--- config.mk ---
export PLATFORM = sky130hd
export DESIGN_NAME = adpcm_encoder
export DESIGN_NICKNAME = d
export VERILOG_FILES = /design/src/rtl/adpcm_encoder.sv
export SDC_FILE = /design/constraint.sdc
export NUM_CORES = 1
export LEC_CHECK = 0
export BUFFER_PORTS_ARGS = -buffer_cell sky130_fd_sc_hd__buf_2
export CAP_MARGIN = 20
export CORE_MARGIN = 4
export CORE_UTILIZATION = 40
export CTS_CLUSTER_DIAMETER = 150
export DETAILED_ROUTE_END_ITERATION = 10
export GPL_TIMING_DRIVEN = 0
export PLACE_DENSITY_LB_ADDON = 0.05
export SETUP_SLACK_MARGIN = 0.2
export SLEW_MARGIN = 25
export SYNTH_ARGS = -nofsm -noshare
export SYNTH_HDL_FRONTEND = slang
export SYNTH_SLANG_ARGS = --single-unit
--- constraint.sdc ---
create_clock -name clk -period 3.9 [get_ports clk]
set_input_delay 0 -clock clk [delete_from_list [all_inputs] [get_ports clk]]
set_output_delay 0 -clock clk [all_outputs]
set_load 0.005 [all_outputs]
--- src/rtl/adpcm_encoder.sv ---
// adpcm_encoder: IMA ADPCM encoder, one 16-bit sample in, one 4-bit code out, 7 cycles minimum per sample.
// Define ADPCM_INIT_EN to add the init_valid/init_sample/init_index predictor preload port set.
`timescale 1ns/1ps
module adpcm_encoder (
   input  logic               clk,
   input  logic               rst,
   input  logic signed [15:0] sample_in,
   input  logic               sample_valid,
   output logic               sample_ready,
   output logic [3:0]         code_out,
   output logic               code_valid,
   input  logic               code_ready,
`ifdef ADPCM_INIT_EN
   input  logic               init_valid,
   input  logic signed [15:0] init_sample,
   input  logic [6:0]         init_index,
`endif
   output logic signed [15:0] pred_sample_out,
   output logic [6:0]         index_out
);

   typedef enum logic [2:0] {S_IDLE, S_DIFF, S_Q2, S_Q1, S_Q0, S_UPD, S_OUT} state_t;

   localparam logic [15:0] STEP_TBL [89] = '{
      16'd7,     16'd8,     16'd9,     16'd10,    16'd11,    16'd12,    16'd13,    16'd14,
      16'd16,    16'd17,    16'd19,    16'd21,    16'd23,    16'd25,    16'd28,    16'd31,
      16'd34,    16'd37,    16'd41,    16'd45,    16'd50,    16'd55,    16'd60,    16'd66,
      16'd73,    16'd80,    16'd88,    16'd97,    16'd107,   16'd118,   16'd130,   16'd143,
      16'd157,   16'd173,   16'd190,   16'd209,   16'd230,   16'd253,   16'd279,   16'd307,
      16'd337,   16'd371,   16'd408,   16'd449,   16'd494,   16'd544,   16'd598,   16'd658,
      16'd724,   16'd796,   16'd876,   16'd963,   16'd1060,  16'd1166,  16'd1282,  16'd1411,
      16'd1552,  16'd1707,  16'd1878,  16'd2066,  16'd2272,  16'd2499,  16'd2749,  16'd3024,
      16'd3327,  16'd3660,  16'd4026,  16'd4428,  16'd4871,  16'd5358,  16'd5894,  16'd6484,
      16'd7132,  16'd7845,  16'd8630,  16'd9493,  16'd10442, 16'd11487, 16'd12635, 16'd13899,
      16'd15289, 16'd16818, 16'd18500, 16'd20350, 16'd22385, 16'd24623, 16'd27086, 16'd29794,
      16'd32767
   };

   // Index delta is a function of the magnitude bits only; returned as 9-bit two's complement.
   function automatic logic [8:0] idx_delta(input logic [2:0] mag);
      case (mag)
         3'd4:    idx_delta = 9'd2;
         3'd5:    idx_delta = 9'd4;
         3'd6:    idx_delta = 9'd6;
         3'd7:    idx_delta = 9'd8;
         default: idx_delta = 9'h1FF;
      endcase
   endfunction

   state_t             state_q, state_d;
   logic signed [15:0] sample_q, sample_d;
   logic signed [15:0] pred_q, pred_d;
   logic [6:0]         index_q, index_d;
   logic [3:0]         code_q, code_d;
   logic               sign_q, sign_d;
   logic [15:0]        mag_q, mag_d;
   logic [15:0]        step_q, step_d;
   logic [16:0]        vp_q, vp_d;
   logic [2:0]         bits_q, bits_d;
   logic [16:0]        diff;
   logic signed [17:0] p_wide;
   logic [8:0]         i_wide;

   always_comb begin
      state_d  = state_q;
      sample_d = sample_q;
      pred_d   = pred_q;
      index_d  = index_q;
      code_d   = code_q;
      sign_d   = sign_q;
      mag_d    = mag_q;
      step_d   = step_q;
      vp_d     = vp_q;
      bits_d   = bits_q;
      diff     = '0;
      p_wide   = '0;
      i_wide   = '0;
      case (state_q)
         S_IDLE: begin
`ifdef ADPCM_INIT_EN
            if (init_valid) begin
               pred_d  = init_sample;
               index_d = (init_index > 7'd88) ? 7'd88 : init_index;
            end
`endif
            if (sample_valid) begin
               sample_d = sample_in;
               state_d  = S_DIFF;
            end
         end
         S_DIFF: begin
            diff    = {sample_q[15], sample_q} - {pred_q[15], pred_q};
            sign_d  = diff[16];
            mag_d   = diff[16] ? (~diff[15:0] + 16'd1) : diff[15:0];
            step_d  = STEP_TBL[index_q];
            vp_d    = 17'(STEP_TBL[index_q] >> 3);
            bits_d  = 3'b000;
            state_d = S_Q2;
         end
         S_Q2, S_Q1: begin
            if (mag_q >= step_q) begin
               bits_d[(state_q == S_Q2) ? 2 : 1] = 1'b1;
               mag_d = mag_q - step_q;
               vp_d  = vp_q + {1'b0, step_q};
            end
            step_d  = step_q >> 1;
            state_d = (state_q == S_Q2) ? S_Q1 : S_Q0;
         end
         S_Q0: begin
            if (mag_q >= step_q) begin
               bits_d[0] = 1'b1;
               vp_d      = vp_q + {1'b0, step_q};
            end
            state_d = S_UPD;
         end
         S_UPD: begin
            p_wide = sign_q ? ($signed({{2{pred_q[15]}}, pred_q}) - $signed({1'b0, vp_q}))
                            : ($signed({{2{pred_q[15]}}, pred_q}) + $signed({1'b0, vp_q}));
            if (p_wide > 18'sd32767)       pred_d = 16'sd32767;
            else if (p_wide < -18'sd32767) pred_d = -16'sd32767;
            else                           pred_d = p_wide[15:0];
            i_wide = {2'b00, index_q} + idx_delta(bits_q);
            if (i_wide[8])             index_d = 7'd0;
            else if (i_wide > 9'd88)   index_d = 7'd88;
            else                       index_d = i_wide[6:0];
            code_d  = {sign_q, bits_q};
            state_d = S_OUT;
         end
         S_OUT: begin
            if (code_ready) state_d = S_IDLE;
         end
         default: state_d = S_IDLE;
      endcase
   end

   always_ff @(posedge clk) begin
      if (rst) begin
         state_q  <= S_IDLE;
         sample_q <= '0;
         pred_q   <= '0;
         index_q  <= '0;
         code_q   <= '0;
         sign_q   <= 1'b0;
         mag_q    <= '0;
         step_q   <= '0;
         vp_q     <= '0;
         bits_q   <= '0;
      end else begin
         state_q  <= state_d;
         sample_q <= sample_d;
         pred_q   <= pred_d;
         index_q  <= index_d;
         code_q   <= code_d;
         sign_q   <= sign_d;
         mag_q    <= mag_d;
         step_q   <= step_d;
         vp_q     <= vp_d;
         bits_q   <= bits_d;
      end
   end

   // Ready is held low for the whole reset cycle, not just after the first reset edge.
   assign sample_ready    = (state_q == S_IDLE) && !rst;
   assign code_valid      = (state_q == S_OUT);
   assign code_out        = code_q;
   assign pred_sample_out = pred_q;
   assign index_out       = index_q;

endmodule

**Yosys cells after proc, flatten, opt, wreduce, memory -nomap -nowiden**

Memories as Yosys holds them, arrays and structs flattened.
Index checks and enable logic that the tools add are counted.

- Memory bits (read-only): 2048
- Register bits: 99
- Memories: 1
- Output and inout port bits: 29
- Logic and storage cells: 84
- Input port bits: 20

Memories:

| memory | depth | bits a word | read ports | clocked after memory_dff | wr ports | line | text |
|---|---|---|---|---|---|---|---|
| (no name shown) | 128 | 16 | 1 | 0 | 0 | 96 | `vp_d = 17'(STEP_TBL[index_q] >> 3);` |

- $add $sub $neg: 7
- Reduce and logical (&&, ||, !) cells: 14
- Order comparisons: 7
- Bitwise gates (word level): 3
- Mux-type cells: 26
- Eq/ne operators: 15

Operators with widths:

| operator | number |
|---|---|
| $mux 16 | 6 |
| $pmux 16 s2 | 2 |
| $pmux 9 s4 | 1 |
| $pmux 17 s2 | 1 |
| $eq 3x3->1 const B | 7 |
| $add 16x18->18 | 1 |
| $gt 18x16->1 const B | 1 |
| $lt 18x16->1 const B | 1 |
| $mux 18 | 1 |
| $pmux 3 s6 | 1 |
| $sub 16x18->18 | 1 |
| $add 17x16->17 | 1 |
| $mux 17 | 1 |
| $sub 16x16->17 | 1 |
| $add 16x1->16 const B | 1 |
| $ge 16x16->1 | 1 |
| $not 16->16 | 1 |
| $sub 16x16->16 | 1 |
| $mux 7 | 2 |
| $mux 3 | 4 |
| $add 7x9->9 | 1 |
| $gt 9x7->1 const B | 1 |
| $mux 9 | 1 |
| $ge 8x8->1 const B | 1 |
| other kinds (22) | 32 |

**Depth between registers and ports, before layout**

Gate-level depths: netlist of the first run.

- Depth after elaboration: 9
- Gate-level depth with buffers: 18
- Depth with buffers taken out: 16

**Worst setup path before layout of the first run**

Ideal clock, no wire load.

- Kind: register to register
- Start point: register vp_q[1]
- End point: register pred_q[11], in the netlist pred_sample_out[11]
- Clock period less this slack: 3.702 ns
- Library setup time: 0.154 ns
- Slack: 0.198 ns
- Stages on the path, launching flop included: 19
- Arrival time: 3.548 ns
- Data required time: 3.746 ns
- Buffers on the path: 2
- Path through: dfxtp_1 inv_1 ha_1 nand2_1 nor3_1 a21oi_1 xnor2_1 ha_1 and3_1 clkbuf_1 nand2_1 a21oi_1 o21ai_0 nor4b_1 a2111oi_0 nand4_1 a31oi_2 buf_6 a221oi_1

- Longest elaborated chain between the ends: 5
- Elaborated cells between the ends (all ways): 7
- Classes of those cells: 2 x add/sub; 2 x order compare; 3 x mux

RTL lines:

| what | line | text |
|---|---|---|
| start, declared | 58 | `logic [16:0] vp_q, vp_d;` |
| start signal, assigned | 157 | `vp_q <= vp_d;` |
| $add 16x18->18 / $sub 16x18->18 (equally long branches) | 118, 117 |  |
| $mux 18 (*) | 117 | `p_wide = sign_q ? ($signed({{2{pred_q[15]}}, pred_q}) - $signed({1'b0, vp_q}))` |
| $lt 18x16->1 | 120 | `else if (p_wide < -18'sd32767) pred_d = -16'sd32767;` |
| $mux 16 | 120 |  |
| $mux 16 (*) | 119 | `if (p_wide > 18'sd32767) pred_d = 16'sd32767;` |
| end signal, assigned | 151 | `pred_q <= pred_d;` |
| end, declared | 52 | `logic signed [15:0] pred_q, pred_d;` |

Mark *: on every way between the ends. The rest lies on a longest branch, timed or not.
A chain may end at the register's enable or synchronous reset.

**Worst setup path in the final report of the first run**

- Start point: register vp_q[7]
- End point: register pred_q[5], in the netlist pred_sample_out[5]

The elaborated chain is that of the path after synthesis.

==> results of run 1 <==
==> power by group <==
part           switching (mW)  internal, mW
clock                   0.440         0.517
sequential             0.0932          1.09
combinational            1.74          1.27
==> kinds of logic (layout without fill, tap and decap cells) <==
family | after synthesis | after routing | synth area share, %
AOI/OAI and AO/OA | 461 | 461 | 30.8
xor gates and xnor gates | 80 | 80 | 7.24
adders and majority gates | 92 | 92 | 12.2
buffers and inverters | 162 | 278 | 6.86
DFF | 98 | 98 | 20.1
muxes | 9 | 9 | 1.18
and+or+nand+nor | 451 | 451 | 21.8
==> cells in the final DEF (no fill, tap or decap), drive strengths merged, types with 6 or more instances in the layout <==
master       synthesis  layout
o211ai              24      24
a21oi              139     139
o21bai               7       7
a2111oi              6       6
o311ai               7       7
xor2                28      28
a31oi               27      27
xnor2               52      52
or3                 14      14
o31ai               14      14
a211oi              31      31
a221oi              20      20
buf                 17     101
o22ai                6       6
o2111ai              6       6
inv                 87      89
nand3               43      43
nor2               104     104
a21o                26      26
o21ai               84      84
mux2i                7       7
ha                  87      87
o221ai               7       7
or2                 12      12
nor3                35      35
nand2              158     158
a21boi               7       7
nor3b                6       6
nand3b               9       9
nand2b              14      14
nand4                9       9
and2                 9       9
o21a                14      14
clkbuf              57      67
dfxtp               98      98
dlygate4sd3          0      17
nor2b               18      18
==> repair_timing <==
action,in CTS,in global routing
endpoints found under the setup margin,31,38
gates cloned,2,0
hold buffers,17,0
pin swaps,29,38
resized for setup,65,59
setup buffers,18,16
endpoints found under the hold margin,17,0
==> state kept, by name (all words and copies together), names as in the netlist <==
register	flops
vp_q	17
mag_q	16
pred_sample_out	16
sample_q	16
step_q	15
index_out	7
code_out	4
bits_q	3
state_q	3
sign_q	1
==> how the worst max path moves through the flow <==
stage,cells after the start,endpoint,slack [ps],start
finish,15,pred_sample_out[5],210,vp_q[7]
global route,14,pred_sample_out[8],40,vp_q[7]
CTS,15,pred_sample_out[8],110,vp_q[7]
detailed placement,18,pred_sample_out[11],-930,vp_q[1]
global placement,18,pred_sample_out[11],-900,vp_q[1]
floorplan,15,pred_sample_out[10],230,vp_q[6]
==> layout make-up <==
cell class | instances | area (um^2) | share of cell area [%]
multi-input combinational | 1093 | 7600 | 65.1
sequential | 98 | 1980 | 17.0
timing repair buffer | 101 | 692 | 5.93
tap | 319 | 399 | 3.42
buffer | 74 | 369 | 3.16
inverter | 88 | 333 | 2.85
clock buffer | 10 | 239 | 2.05
clock inverter | 5 | 62.6 | 0.536
==> metrics by stage <==
step / power, mW / instance area (um^2) / TNS, ps / util, %
after floorplan: 3.08 / 9780 / 0 / -
after global placement: 3.65 / 10400 / -11480 / 43.9
after detailed placement: 3.65 / 10400 / -11940 / 43.9
after CTS: 4.87 / 11300 / 0 / 47.5
after global routing: 5.51 / 11700 / 0 / 49.2
final: 5.16 / 11700 / 0 / 49.2
==> metal layers <==
| metal | track usage, % | part of all wire (%) |
|---|---|---|
| met1 | 38.5 | 47 |
| met2 | 39.5 | 43 |
| met3 | 4.74 | 7.8 |
| met5 | 0 | 0 |
| met4 | 6.29 | 2.0 |
==> critical path, delay by kind of cell (launching register included) <==
kind                     cells  cell delay, ps
flip-flops                   1             340
buffers and inverters        2             350
AND/OR/NAND/NOR              4             940
AO/OA/AOI/OAI                7            1440
XOR/XNOR                     1             230
adder cells (fa/ha/maj)      1             260
==> reports/metrics.csv, run 1 <==
stage,metric,value,unit
die,die_h,164,um
worst_setup_path,path_max_fanout,5,
clock_tree,path_clk_slew,70,ps
synth,syn_avg_cell_area,7.23,um^2
worst_setup_path,end_kind,flop,
die,die_x,164,um
worst_setup_path,rrSetupSlack,210,ps
finish,nNetsFinal,1577,
drt,dr_total_vias,10700,
clock_tree,cts_tree,yes,
pwr,peakVddDrop,0.270,mV
status,status,completed,
synth,ys_ff_latch,98,
die,io_pins,49,
drt,dr.pass1.iters,6,
synth,yosysTopAreaCell,dfxtp_1,
global_route,grt-ovfl-total,0,
timing,max_freq,0.271,GHz
drt,wl_per_cell,20.0,um
worst_setup_path,path_class,reg -> reg,
drt,ant_nets,0,
drt,wl,35700,um
worst_setup_path,rr_startpoint,vp_q[7],
worst_setup_path,max_stage_delay,540,ps
worst_setup_path,crit_chain,or4_4 -> buf_4 -> nor2_2 -> a21oi_2 -> xnor2_2 -> ha_4 -> a21oi_2 -> nand2_1 -> a211o_4 -> a21o_4 -> a2111oi_4 -> nand4_1 -> a31oi_4 -> buf_6 -> a221oi_2,
job,max-cap-violations,0,
pwr,power.density,442,nW/um^2
placement,port_buffers,48,
synth,syn-num-nets,1465,
synth,synth_flop_cell,dfxtp_1,
timing,hold_viol,0,
clock_tree,clk_path_buf_depth,2,
min_path,whs_path_depth,3,
worst_setup_path,critPathLaunchType,flop,
synth,synth-seq-area-share,20.1,%
timing,tightestPinTransition,891,ps
timing,fin_skew,13.5,ps
synth,yosysUniqueCellTypes,79,
min_path,hold_path_end,state_q[0],
timing,holdWs,37.2,ps
timing,max-slew-margin-rel,40.4,%
synth,yosysWarnings,0,
finish,layout.cells.non_filler,1788,
clock_tree,clk_latency,370,ps
die,die_area,27000,um^2
die,start_util,41.2,%
timing,slew_violations,0,
synth,netlist_instances,1353,
global_route,grt_start_max_net_pins,17,
finish,area_growth,19.4,%
die,rows,56,
timing,rsz0062_at_grt,true,
min_path,min_from,rst,
worst_setup_path,r2r_cells,15,
global_route,grt_antenna_before_repair,0,
finish,fill_cells,2429,
finish,drive_above_1_share,14.6,%
worst_setup_path,r2r-end,pred_sample_out[5],
timing,post-route-period-util,94.5,%
placement,post-place-cells,1720,
timing,fin_ws,214,ps
synth,synth_area_leaders,"dfxtp_1 20%, ha_1 11%, a21oi_1 7.0%",
die,core_area,23800,um^2
worst_setup_path,cpMostUsedCell,a21oi_2,
synth,synth.most_common_cell,nand2_1,
pwr,p_leak,4.54,nW
worst_setup_path,cp.arrival,3920,ps
placement,post-place-ws,-930,ps
synth,synth_top_cells_by_count,"158 x nand2_1, 137 x a21oi_1, 104 x nor2_1, 98 x dfxtp_1, 87 x ha_1",
global_route,grt_pass1_wl,55400,um
placement,routabilityCongestion,1.01,
global_route,grt.total_usage,26.2,%
synth,synth_edf_count,0,
clock_tree,cts.sinks,98,
clock_tree,cts_max_level,3,
synth,syn_area,9780,um^2
global_route,grt_pass1_vias,9836,
drt,drt_iter0_markers,971,
min_path,min_path_type,in -> reg,
finish,num_antenna_cells,0,
placement,dp_hpwl,27300,um
clock_tree,cts-root-buf,clkbuf_16,
worst_setup_path,cp.required,4130,ps
worst_setup_path,slowest_stage,or4_4,
synth,synth_top_area_share,20.1,%
synth,synthArstFlopShare,0,%
drt,vias_per_cell,5.96,
timing,timing.final.crit_period,3690,ps
clock_tree,cts-buffers-inserted,9,
drt,drcViolationCount,0,
timing,setup_viol,0,
No activity file was read; power rests on OpenSTA's default activity.
==> run 2, diff against run 1 <==
CORE_UTILIZATION = 57   (was 40)
==> run 2 against run 1 <==
Effect of this change:
- the run now ends with setup timing left
- die area decreased by 28%
- clock power down 5.5%
- power rose by 2.8%
- worst setup slack lost 350 ps
- maximum frequency fell by 8.8%
- critical path depth unchanged
- non-clock buffer count grew 7
- clock-buffer cell count is 1 lower
- routed wire length is 2.7% higher
- via count grew 6.0%
- register-to-register slack worse by 350 ps
- critical path type unchanged
- critical endpoint is now pred_sample_out[14]
- largest cell class unchanged
- highest routed layer is now met5
==> reports/metrics.csv, run 2 (synthesis gave the netlist of run 1 again) <==
stage,metric,value,unit,change
worst_setup_path,slowest_stage,or4_4,,unchanged
pwr,clock_power_share,17.1,%,was 18.6%
clock_tree,cts-buffers-inserted,9,,unchanged
worst_setup_path,critPathLaunchType,flop,,unchanged
clock_tree,cts.sinks,98,,unchanged
min_path,min_path_type,in -> reg,,unchanged
timing,max_freq,0.248,GHz,was 0.271 GHz
pwr,peakVddDrop,0.394,mV,was 0.270 mV
pwr,sequentialPowerShare,22.4,%,was 23.0%
timing,setup_viol,15,,was 0
pwr,power.density,456,nW/um^2,was 442 nW/um^2
worst_setup_path,cp.arrival,4300,ps,was 3920 ps
timing,fin_ws,-140,ps,was 214 ps
pwr,p_sw,2.44,mW,was 2.28 mW
global_route,grt_antenna_before_repair,1,,was 0
drt,route.met3.wl,4210,um,was 2800 um
drt,wl_per_cell,21.6,um,was 20.0 um
clock_tree,cts_max_level,3,,unchanged
clock_tree,path_clk_slew,80,ps,was 70 ps
timing,holdWs,17.3,ps,was 37.2 ps
timing,setup_tns,-1410,ps,was 0 ps
status,violations,setup timing,,
finish,layout_common_cells,"156 x nand2_1, 126 x a21oi_1, 97 x nor2_1",,"was 158 x nand2_1, 127 x a21oi_1, 100 x nor2_1"
worst_setup_path,path_class,reg -> reg,,unchanged
timing,post-route-period-util,104,%,was 94.5%
timing,rsz0062_at_grt,true,,unchanged
drt,dr.pass1.iters,6,,unchanged
timing,timing.final.crit_period,4040,ps,was 3690 ps
drt,dr_total_vias,11300,,was 10700
timing,tightestPinTransition,921,ps,was 891 ps
global_route,grt_start_max_net_pins,19,,was 17
die,rows,47,,was 56
drt,ant_nets,0,,unchanged
finish,fill_cells,1385,,was 2429
job,max-cap-violations,0,,unchanged
pwr,p_leak,4.58,nW,was 4.54 nW
status,status,"complete, but fails checks",,was completed
finish,num_antenna_cells,0,,unchanged
drt,wl,36700,um,was 35700 um
timing,fin_skew,9.28,ps,was 13.5 ps
drt,drcViolationCount,0,,unchanged
finish,largest_register_ffs,17,,unchanged
placement,routabilityCongestion,1.04,,was 1.01
clock_tree,cts_tree,yes,,unchanged
finish,drive_above_1_share,16.0,%,was 14.6%
finish,area_growth,18.8,%,was 19.4%
finish,nNetsFinal,1584,,was 1577
placement,dp_hpwl,25700,um,was 27300 um
worst_setup_path,end_kind,flop,,unchanged
die,core_area,16700,um^2,was 23800 um^2
timing,max-slew-margin-rel,38.6,%,was 40.4%
clock_tree,clk_latency,360,ps,was 370 ps
drt,vias_per_cell,6.65,,was 5.96
drt,dr.max_layer_used,met5,,was met4
worst_setup_path,path_max_fanout,4,,was 5
global_route,grt_pass1_wl,54400,um,was 55400 um
global_route,grt_pass1_vias,10200,,was 9836
global_route,grt.total_usage,34.5,%,was 26.2%
die,die_h,139,um,was 164 um
pwr,p_int,2.86,mW,was 2.88 mW
worst_setup_path,crit_chain,or4_4 -> or4_4 -> nor2_4 -> a21oi_2 -> xnor2_1 -> ha_1 -> a21o_1 -> a21oi_2 -> nor3b_4 -> a31oi_4 -> xor2_2 -> a21oi_1 -> a31oi_4 -> buf_4 -> a211oi_1,,was or4_4 -> buf_4 -> nor2_2 -> a21oi_2 -> xnor2_2 -> ha_4 -> a21oi_2 -> nand2_1 -> a211o_4 -> a21o_4 -> a2111oi_4 -> nand4_1 -> a31oi_4 -> buf_6 -> a221oi_2
timing,slew_violations,0,,unchanged
finish,largest-register,vp_q,,unchanged
die,die_area,19300,um^2,was 27000 um^2
pwr,power_frac_comb,60.5,%,was 58.5%
global_route,grt-ovfl-total,0,,unchanged
drt,met1_length,14900,um,was 16800 um
clock_tree,cts-root-buf,clkbuf_16,,unchanged
drt,wl_met2,16100,um,was 15400 um
finish,layout_commonest_cell,nand2_1,,unchanged
pwr,switching_share,46.0,%,was 44.1%
die,die_x,139,um,was 164 um
finish,stdcell_area,11600,um^2,was 11700 um^2
worst_setup_path,cp.required,4160,ps,was 4130 ps
timing,hold_viol,0,,unchanged
die,start_util,58.6,%,was 41.2%
drt,drt_iter0_markers,1210,,was 971
placement,placed_area,10300,um^2,was 10400 um^2
die,io_pins,49,,unchanged
worst_setup_path,max_stage_delay,560,ps,was 540 ps
pwr,total_power,5.30,mW,was 5.16 mW
placement,port_buffers,48,,unchanged
clock_tree,clk_path_buf_depth,2,,unchanged
==> run 2: changes by cell type in the layout (fill, tap and decap cells not counted), sizes merged <==
cell	change
buf	+6
bufinv	-1
clkinv	+2
inv	+1
==> run 2: final timing paths <==
kind,endpoint,slack (ps),depth (start not counted),start
max,pred_sample_out[14],-140,15,vp_q[7]
min,state_q[0],20,3,sample_valid
max reg2reg,pred_sample_out[14],-140,15,vp_q[7]
min reg2reg,mag_q[0],450,2,mag_q[0]
==> run 2: metrics by stage <==
step                      util [%]  worst slack, ps  std cells
after floorplan                  -              228       1353
after global placement        61.7             -734       1621
after detailed placement      61.7             -818       1621
after CTS                     66.6              140       1680
after global routing          69.6             -219       1697
final                         69.6             -140       1697
==> run 2: worst max-delay path: cells and delay by family (launching register included) <==
| kind | cells | cell delay (ps) |
|---|---|---|
| AOI/OAI and AO/OA | 7 | 1280 |
| DFF | 1 | 350 |
| adders and majority gates | 1 | 330 |
| and+or+nand+nor | 4 | 1400 |
| buffers and inverters | 1 | 180 |
| xor gates and xnor gates | 2 | 420 |
==> run 2: what timing repair did <==
action                     4_1_cts  5_1_grt
pin swaps                       27       48
resized for setup               49       90
setup buffers                   24       17
cloned                           2        0
setup endpoints to repair       21       36
hold endpoints to repair        17        0
hold buffers                    17        0
==> run 2: layer usage <==
metal | GRT usage (%) | vias up
li1 | - | 5160
met1 | 47.6 | 5269
met2 | 53.7 | 704
met3 | 8.10 | 154
met4 | 10.5 | 2
met5 | 1.25 | -
==> run 2: area by class of cell <==
class / instances / area, um^2 / share of cell area (%)
multi-input combinational: 1093 / 7630 / 65.7
sequential: 98 / 1980 / 17.1
timing repair buffer: 108 / 741 / 6.38
buffer: 74 / 367 / 3.16
inverter: 88 / 337 / 2.90
tap: 220 / 275 / 2.37
clock buffer: 9 / 225 / 1.94
clock inverter: 7 / 58.8 / 0.506
==> run 2: power by group through the flow <==
stage / Combinational, mW / Sequential, mW / Clock [mW]
6_report: 3.21 / 1.19 / 0.904
5_1_grt: 3.43 / 1.20 / 0.940
4_1_cts: 2.75 / 1.18 / 0.901
3_5_place_dp: 2.46 / 1.20 / 0
3_3_place_gp: 2.42 / 1.20 / 0
2_1_floorplan: 1.91 / 1.17 / 0
